<file path="src/rtl/counting_seq_gen.sv">
// counting_seq_gen -- burst generator feeding the 2-bit "01 -> 10 -> 11"
// sequence detector. One burst is len1 x 2'b01, len2 x 2'b10, len3 x 2'b11,
// after which num returns to its idle value 2'b00.
//
// Optional feature macro: COUNTING_GEN_LOOP_EN (adds the "loop" input and
// back-to-back repetition of the latched burst).
//
// Ports:
//   clk            clock, all state changes on posedge
//   reset          synchronous, active-high
//   start          burst request, accepted only in IDLE
//   loop           (COUNTING_GEN_LOOP_EN only) repeat burst with no 00 gap
//   len1/len2/len3 run lengths of 01/10/11; 0 skips that phase
//   num            registered symbol stream
//   busy           high while a symbol is being emitted
//   done           one-cycle end-of-burst pulse
module counting_seq_gen #(
  parameter int CNT_W = 4
) (
  input  logic             clk,
  input  logic             reset,
  input  logic             start,
`ifdef COUNTING_GEN_LOOP_EN
  input  logic             loop,
`endif
  input  logic [CNT_W-1:0] len1,
  input  logic [CNT_W-1:0] len2,
  input  logic [CNT_W-1:0] len3,
  output logic [1:0]       num,
  output logic             busy,
  output logic             done
);

  typedef enum logic [2:0] {IDLE, RUN1, RUN2, RUN3, DONE} state_t;

  localparam logic [CNT_W-1:0] ONE = CNT_W'(1);

  state_t           state, nxt;
  logic [CNT_W-1:0] cnt, nxt_cnt;
  logic [CNT_W-1:0] l1_q, l2_q, l3_q;
  logic             lat;
  logic             loop_s;
  logic             done_q;
  logic [2:0]       nz_q, nz_in, nz_src;

  // First phase strictly after position 'after' (0 = before RUN1) whose
  // length is nonzero; DONE when nothing remains.
  function automatic state_t pick(input logic [2:0] nz, input logic [1:0] after);
    if (after == 2'd0 && nz[0]) return RUN1;
    if (after <= 2'd1 && nz[1]) return RUN2;
    if (after <= 2'd2 && nz[2]) return RUN3;
    return DONE;
  endfunction

  function automatic logic [1:0] pos(input state_t s);
    case (s)
      RUN1:    return 2'd1;
      RUN2:    return 2'd2;
      RUN3:    return 2'd3;
      default: return 2'd0;
    endcase
  endfunction

  function automatic logic [CNT_W-1:0] len_of(input state_t s, input logic [CNT_W-1:0] a,
                                              input logic [CNT_W-1:0] b, input logic [CNT_W-1:0] c);
    case (s)
      RUN1:    return a;
      RUN2:    return b;
      RUN3:    return c;
      default: return '0;
    endcase
  endfunction

  function automatic logic [1:0] enc(input state_t s);
    case (s)
      RUN1:    return 2'b01;
      RUN2:    return 2'b10;
      RUN3:    return 2'b11;
      default: return 2'b00;
    endcase
  endfunction

`ifdef COUNTING_GEN_LOOP_EN
  assign loop_s = loop;
`else
  assign loop_s = 1'b0;
`endif

  assign nz_in  = {len3 != '0, len2 != '0, len1 != '0};
  assign nz_q   = {l3_q != '0, l2_q != '0, l1_q != '0};
  // Lengths in force for the next state: fresh inputs on the accepting edge.
  assign nz_src = lat ? nz_in : nz_q;

  always_comb begin
    nxt     = state;
    nxt_cnt = cnt;
    lat     = 1'b0;
    case (state)
      IDLE: if (start) begin
        lat     = 1'b1;
        nxt     = pick(nz_in, 2'd0);
        nxt_cnt = len_of(nxt, len1, len2, len3);
      end
      RUN1, RUN2, RUN3: begin
        if (cnt == ONE) begin
          nxt = pick(nz_q, pos(state));
          // Looping restarts from the first nonzero phase with no idle gap.
          if (nxt == DONE && loop_s) nxt = pick(nz_q, 2'd0);
          nxt_cnt = len_of(nxt, l1_q, l2_q, l3_q);
        end else begin
          nxt_cnt = cnt - ONE;
        end
      end
      DONE:    nxt = IDLE;
      default: nxt = IDLE;
    endcase
  end

`ifdef COUNTING_GEN_LOOP_EN
  // High during the final cycle of the final phase; combined with loop so
  // that done rises alongside the last symbol when the burst repeats.
  logic last_q;
  always_ff @(posedge clk) begin
    if (reset) last_q <= 1'b0;
    else       last_q <= (nxt inside {RUN1, RUN2, RUN3}) && nxt_cnt == ONE &&
                         pick(nz_src, pos(nxt)) == DONE;
  end
  assign done = done_q | (last_q & loop);
`else
  assign done = done_q;
`endif

  always_ff @(posedge clk) begin
    if (reset) begin
      state  <= IDLE;
      cnt    <= '0;
      l1_q   <= '0;
      l2_q   <= '0;
      l3_q   <= '0;
      num    <= 2'b00;
      busy   <= 1'b0;
      done_q <= 1'b0;
    end else begin
      state <= nxt;
      cnt   <= nxt_cnt;
      if (lat) begin
        l1_q <= len1;
        l2_q <= len2;
        l3_q <= len3;
      end
      // Outputs are decoded from the next state so they are registered.
      num    <= enc(nxt);
      busy   <= nxt inside {RUN1, RUN2, RUN3};
      done_q <= nxt == DONE;
    end
  end

endmodule

</file>
<file path="config.mk">
export PLATFORM = sky130hd
export DESIGN_NAME = counting_seq_gen
export DESIGN_NICKNAME = d
export VERILOG_FILES = /design/src/rtl/counting_seq_gen.sv
export SDC_FILE = /design/constraint.sdc
export NUM_CORES = 1
export LEC_CHECK = 0
export BUFFER_PORTS_ARGS = -buffer_cell sky130_fd_sc_hd__buf_4
export CAP_MARGIN = 10
export CORE_MARGIN = 2
export CORE_UTILIZATION = 53
export DETAILED_ROUTE_END_ITERATION = 6
export PLACE_DENSITY = 0.78
export SYNTH_ARGS = -nofsm -noshare
export SYNTH_HDL_FRONTEND = slang
export SYNTH_SLANG_ARGS = --single-unit
</file>
<file path="constraint.sdc">
create_clock -name clk -period 1.9 [get_ports clk]
set_input_delay 0.38 -clock clk [delete_from_list [all_inputs] [get_ports clk]]
set_output_delay 0.38 -clock clk [all_outputs]
set_load 0.02 [all_outputs]
</file>
==> Word level (Yosys, flattened, before mapping) <==
Index checks and enable logic that the tools add are counted.
{ "op_classes": {"add_sub_neg": 1, "order_cmp": 2, "eq_ne": 15, "mux": 54, "reduce_logical": 15} }
{ "ops": {"columns": ["op", "n"], "rows": [
  ["$mux 3", 18],
  ["$mux 1", 26],
  ["$eq 3x2->1 const B", 8],
  ["$pmux 4 s3", 2],
  ["$reduce_bool 4->1", 6],
  ["$eq 3x1->1 const B", 4],
  ["$pmux 2 s3", 2],
  ["$mux 4", 2],
  ["$pmux 4 s2", 1],
  ["$pmux 3 s2", 1],
  ["$eq 4x1->1 const B", 1],
  ["$mux 2", 2],
  ["$sub 4x1->4 const B", 1],
  ["$eq 3x3->1 const B", 1],
  ["$logic_and 1x1->1", 3],
  ["$logic_not 3->1", 1],
  ["$reduce_bool 3->1", 1],
  ["$reduce_or 3->1", 1],
  ["$le 2x1->1 const B", 1],
  ["$le 2x2->1 const B", 1],
  ["$logic_not 2->1", 1],
  ["$ne 2x2->1 const B", 1],
  ["$reduce_and 2->1", 1],
  ["$reduce_bool 2->1", 1]
]} }
{ "word_totals": {"regBits": 23, "inputBits": 15, "out_inout_bits": 4, "elab_cells": 95} }

==> Longest topological paths before layout <==
{ "depth": {"word_depth": 25, "mapped_depth": 7, "mapped_depth_nobuf": 6} }

==> Worst setup path before layout <==
OpenSTA, ideal clock, no wires.
{ "synth_path": {"path_kind": "input to register", "start": "in len3[0]", "end": "reg busy", "setup_time_ps": 131, "arrival_ps": 1459, "required_ps": 1769, "slack_ps": 310, "cell_stages": 5, "path_buffers": 0, "path_cell_list": "or4_4 -> nand2b_4 -> a21oi_2 -> a311oi_2 -> a21oi_2"} }
{ "synth_via": {"elab_chain_cells": 15, "elab_cells_between_ends": 18, "cone_classes": "eq/ne (3); mux (13); reduce/logical (2)"} }
{ "synth_lines": {"columns": ["element", "line_no", "text"], "rows": [
  ["start: declaration", "28", "input logic [CNT_W-1:0] len3,"],
  ["$reduce_bool 4->1 (*)", "89", "assign nz_in = {len3 != '0, len2 != '0, len1 != '0};"],
  ["$mux 1 (2 in a row)", "51", "if (after <= 2'd2 && nz[2]) return RUN3;"],
  ["$mux 1", "50", "if (after <= 2'd1 && nz[1]) return RUN2;"],
  ["$mux 1", "99", "IDLE: if (start) begin"],
  ["$mux 1", "98", "case (state)"],
  ["$mux 3 (*)", "52", "return DONE;"],
  ["$mux 3 (*)", "51", null],
  ["$mux 3 (*)", "50", null],
  ["$mux 3 (*)", "99", null],
  ["$mux 3 (*)", "98", null],
  ["$mux 3 (*)", "99", null],
  ["$pmux 3 s2 (*)", "98", null],
  ["$eq 3x1->1 or $eq 3x2->1 (tied branches)", "153", "busy <= nxt inside {RUN1, RUN2, RUN3};"],
  ["$reduce_bool 3->1 (*)", "153", null],
  ["end signal: assignment", "153", null],
  ["end: declaration", "30", "output logic busy,"]
]} }
Mark *: on every way between the ends. The rest lies on a longest branch, timed or not. The select of a mux whose other input is x is not followed.
A chain may end at the register's enable or synchronous reset.

==> Worst setup path after layout <==
{ "layout_path": {"start": "reg state[2]", "end": "reg busy"} }
{ "layout_via": {"elab_chain_cells": 20, "elab_cells_between_ends": 40, "cone_classes": "order compare (2); eq/ne (6); mux (25); reduce/logical (7)"} }
{ "layout_lines": {"columns": ["element", "line_no", "text"], "rows": [
  ["start: declaration", "38", "state_t state, nxt;"],
  ["start signal: assignment", "144", "state <= nxt;"],
  ["$eq 3x2->1 or $eq 3x1->1 (tied branches)", "56, 98", null],
  ["$pmux 2 s3", "56", "case (s)"],
  ["$mux 2", "105", "if (cnt == ONE) begin"],
  ["$mux 2", "98", null],
  ["$le 2x2->1", "51", null],
  ["$logic_and 1x1->1", "51", null],
  ["$mux 1 (2 in a row)", "51", null],
  ["$mux 1", "50", null],
  ["[... 3 more ...]", null, null],
  ["$mux 3", "51", null],
  ["$mux 3", "50", null],
  ["$mux 3", "105", null],
  ["$mux 3", "98", null],
  ["$mux 3", "105", null],
  ["$pmux 3 s2 (*)", "98", null],
  ["$eq 3x1->1 or $eq 3x2->1 (tied branches)", "153", null],
  ["$reduce_bool 3->1 (*)", "153", null]
]} }
Marks and branches as above.

==> flow_metrics.py <==
metrics = {
    "floorplan": {
        "dieArea_sq_um": 2380,
        "ios": 19,
        "rows": 16,
        "die_h_um": 48.8,
        "die_x_um": 48.8,
        "core_area_sq_um": 1920,
        "start_util_pct": 55.4,
    },
    "clock_network": {
        "clk_path_buf_depth": 2,
        "htree_levels": 1,
        "tritoncts": "done",
        "cts_root_buf": "clkbuf_4",
        "ctsHoldBuffers": 0,
        "cts_made_buffers": 3,
        "cts.repair.resized": 0,
        "path_clk_slew_ns": 0.11,
        "cts_sinks": 19,
        "worstSkewPairLatency_ns": 0.30,
        "post-cts-setup-buffers": 0,
    },
    "cells_and_area": {
        "diodes": 0,
        "fillCellCount": 185,
        "register_area_sq_um": 380,
        "drive_gt1_share_pct": 22.4,
        "layout_commonest_cell": "nand2_1",
        "multi_input_area_sq_um": 638,
        "layout_common_cells": "nand2_1, buf_4, dfxtp_1, a21oi_1, nor2_1",
        "areaGrowthSynthToFinish_pct": 18.2,
        "stdcell_area_sq_um": 1260,
        "finalNetCount": 170,
    },
    "sta": {
        "min_period_over_period_pct": 86.1,
        "setup_viol": 0,
        "tns_ns": 0,
        "hold_viol_final": 0,
        "rsz0062_at_grt": "false",
        "fin_hold_ws_ns": 0.335,
        "min_period_ns": 1.64,
        "worst_slew_pin_slew_ns": 0.496,
        "drv_slew": 0,
        "fin_skew_ns": 0.00346,
        "fmax_ghz": 0.611,
        "slew_headroom_pct": 66.6,
    },
    "logic_synthesis": {
        "synth.distinct_cells": 36,
        "ys_ff_latch": 19,
        "avgSynthCellArea_sq_um": 7.95,
        "syn_area_sq_um": 1060,
        "synth_fp_nets": 151,
        "yosys_warnings": 0,
        "syn_inst": 134,
        "yosysSeqAreaShare_pct": 35.7,
    },
    "route": {
        "via_per_inst": 5.89,
        "drtPass1Iterations": 4,
        "routedWlPerCell_um": 14.7,
        "ant_nets": 0,
        "drt_iter0_drc": 30,
        "wl_mm": 2.63,
        "drc": 0,
        "vias": 1055,
    },
    "worst_setup_path": {
        "worstSetupPathType": "flip-flop to flip-flop",
        "cpLargestDelayFamily": "compound AO/OA/AOI/OAI gates",
        "cp.required_ns": 2.09,
        "end_kind": "flip-flop",
        "crit_path_cell_trace": "inv_1 > a21oi_2 > o31ai_1 > a311oi_2 > a21oi_2",
        "critPathBufInv": 1,
        "critPathArrivalTime_ns": 1.83,
        "cpMaxStageDelayCell": "dfxtp_1",
        "cp_max_fo": 6,
        "cpPeakStageDelay_ns": 0.45,
        "cpMostUsedCell": "a21oi_2",
        "critPathLaunchType": "flip-flop",
    },
    "power_and_ir_drop": {
        "p_leak_nw": 0.472,
        "irDropWorstVdd_uv": 628,
        "powerDensity_nw_per_um2": 840,
    },
    "global_route": {
        "antenna_found_initial": 0,
        "grt_pass1_vias": 988,
        "grt_first_pass_wirelength_mm": 4.52,
        "gr-total-overflow": 0,
        "grt_max_degree": 21,
        "grt_usage_pct": 24.1,
    },
    "run_status": {
        "outcome": "complete, no violations",
    },
    "placed_design": {
        "port_buffers": 18,
        "placed_area_sq_um": 1230,
        "place_congestion": 0.937,
        "dp_hpwl_mm": 2.07,
    },
    "min_path": {
        "min_path_type": "input pin to flip-flop",
    },
    "run": {
        "cap_violations": 0,
    },
}
-- state kept, by name, indices dropped and copies added (netlist names) --
signal / cells
num: 2
done: 1
l3_q: 4
l2_q: 4
busy: 1
cnt: 4
state: 3
-- layout make-up --
class,instances,area share (%)
Multi-Input combinational cell,104,50.7
Sequential cell,19,30.2
Timing Repair Buffer,22,13.1
Tap cell,27,2.68
Clock buffer,3,1.79
Inverter,3,0.895
Clock inverter,1,0.596
-- cells by family after synthesis --
kind of cell	synth area share [%]
AO/OA/AOI/OAI	27.1
adder cells (fa/ha/maj)	3.29
flip-flops	35.7
buffers and inverters	4.35
AND/OR/NAND/NOR	28.7
XOR/XNOR	0.823
-- metrics by stage --
step	total power [mW]	worst slack, ns	utilization [%]	cells
floorplan	0.738	0.310	-	134
global route	1.12	0.141	65.5	179
global placement	0.837	0.129	63.9	175
detailed placement	0.854	0.101	63.9	175
CTS	1.06	0.283	65.5	179
finish	1.06	0.264	65.5	179
-- worst register-to-register path, stage by stage (launching register included) --
cell and delay [ns]:
dfxtp_1 0.45, inv_1 0.16, a21oi_2 0.30, o31ai_1 0.13
a311oi_2 0.41, a21oi_2 0.09
-- final timing paths --
| check | startpoint | to | slack, ns | depth (start not counted) |
|---|---|---|---|---|
| worst max register to register | state[2] | busy | 0.26 | 5 |
| worst min register to register | l3_q[0] | l3_q[0] | 0.49 | 2 |
| worst max-delay path | state[2] | busy | 0.26 | 5 |
| worst min-delay path | len3[2] | l3_q[2] | 0.33 | 3 |
-- synthesized netlist by cell type (all sizes together) --
| cell type | number | area share [%] |
|---|---|---|
| nor2b | 1 | 0.59 |
| buf | 4 | 1.9 |
| inv | 3 | 1.1 |
| a211oi | 3 | 2.1 |
| a21oi | 19 | 10 |
| o41ai | 1 | 0.82 |
| clkbuf | 4 | 1.4 |
| ha | 2 | 2.3 |
| a21o | 1 | 0.71 |
| nor4 | 4 | 3.8 |
| or4 | 2 | 1.8 |
| nand2 | 24 | 8.5 |
| maj3 | 1 | 0.94 |
| and3 | 1 | 0.59 |
| a31oi | 1 | 0.59 |
| o21ai | 7 | 3.3 |
| xnor2 | 1 | 0.82 |
| nor2 | 9 | 3.2 |
| nand2b | 2 | 1.9 |
| or3 | 1 | 0.59 |
| nand3 | 2 | 1.4 |
| nor4b | 4 | 3.3 |
| dfxtp | 19 | 36 |
| o31ai | 4 | 2.8 |
| a221oi | 2 | 1.6 |
| o32a | 1 | 0.94 |
| a311oi | 1 | 1.4 |
| nand3b | 1 | 0.71 |
| o21a | 4 | 2.8 |
| nor3 | 4 | 1.9 |
| and2 | 1 | 0.59 |
-- where the power goes --
group	switching [mW]	internal (mW)	total (mW)	leakage (nW)
clock network	0.129	0.0802	0.209	0.0139
registers	0.0438	0.446	0.490	0.156
logic	0.204	0.155	0.359	0.302
-- per-layer routing --
metal	track usage (%)	up-vias	part of all wire, %
met5	0	-	0
met2	42.9	26	51
met3	5.52	2	4.0
met4	2.86	0	0.57
li1	-	529	-
met1	30.5	498	45
Note: power is estimated with default switching activity, not from simulation.
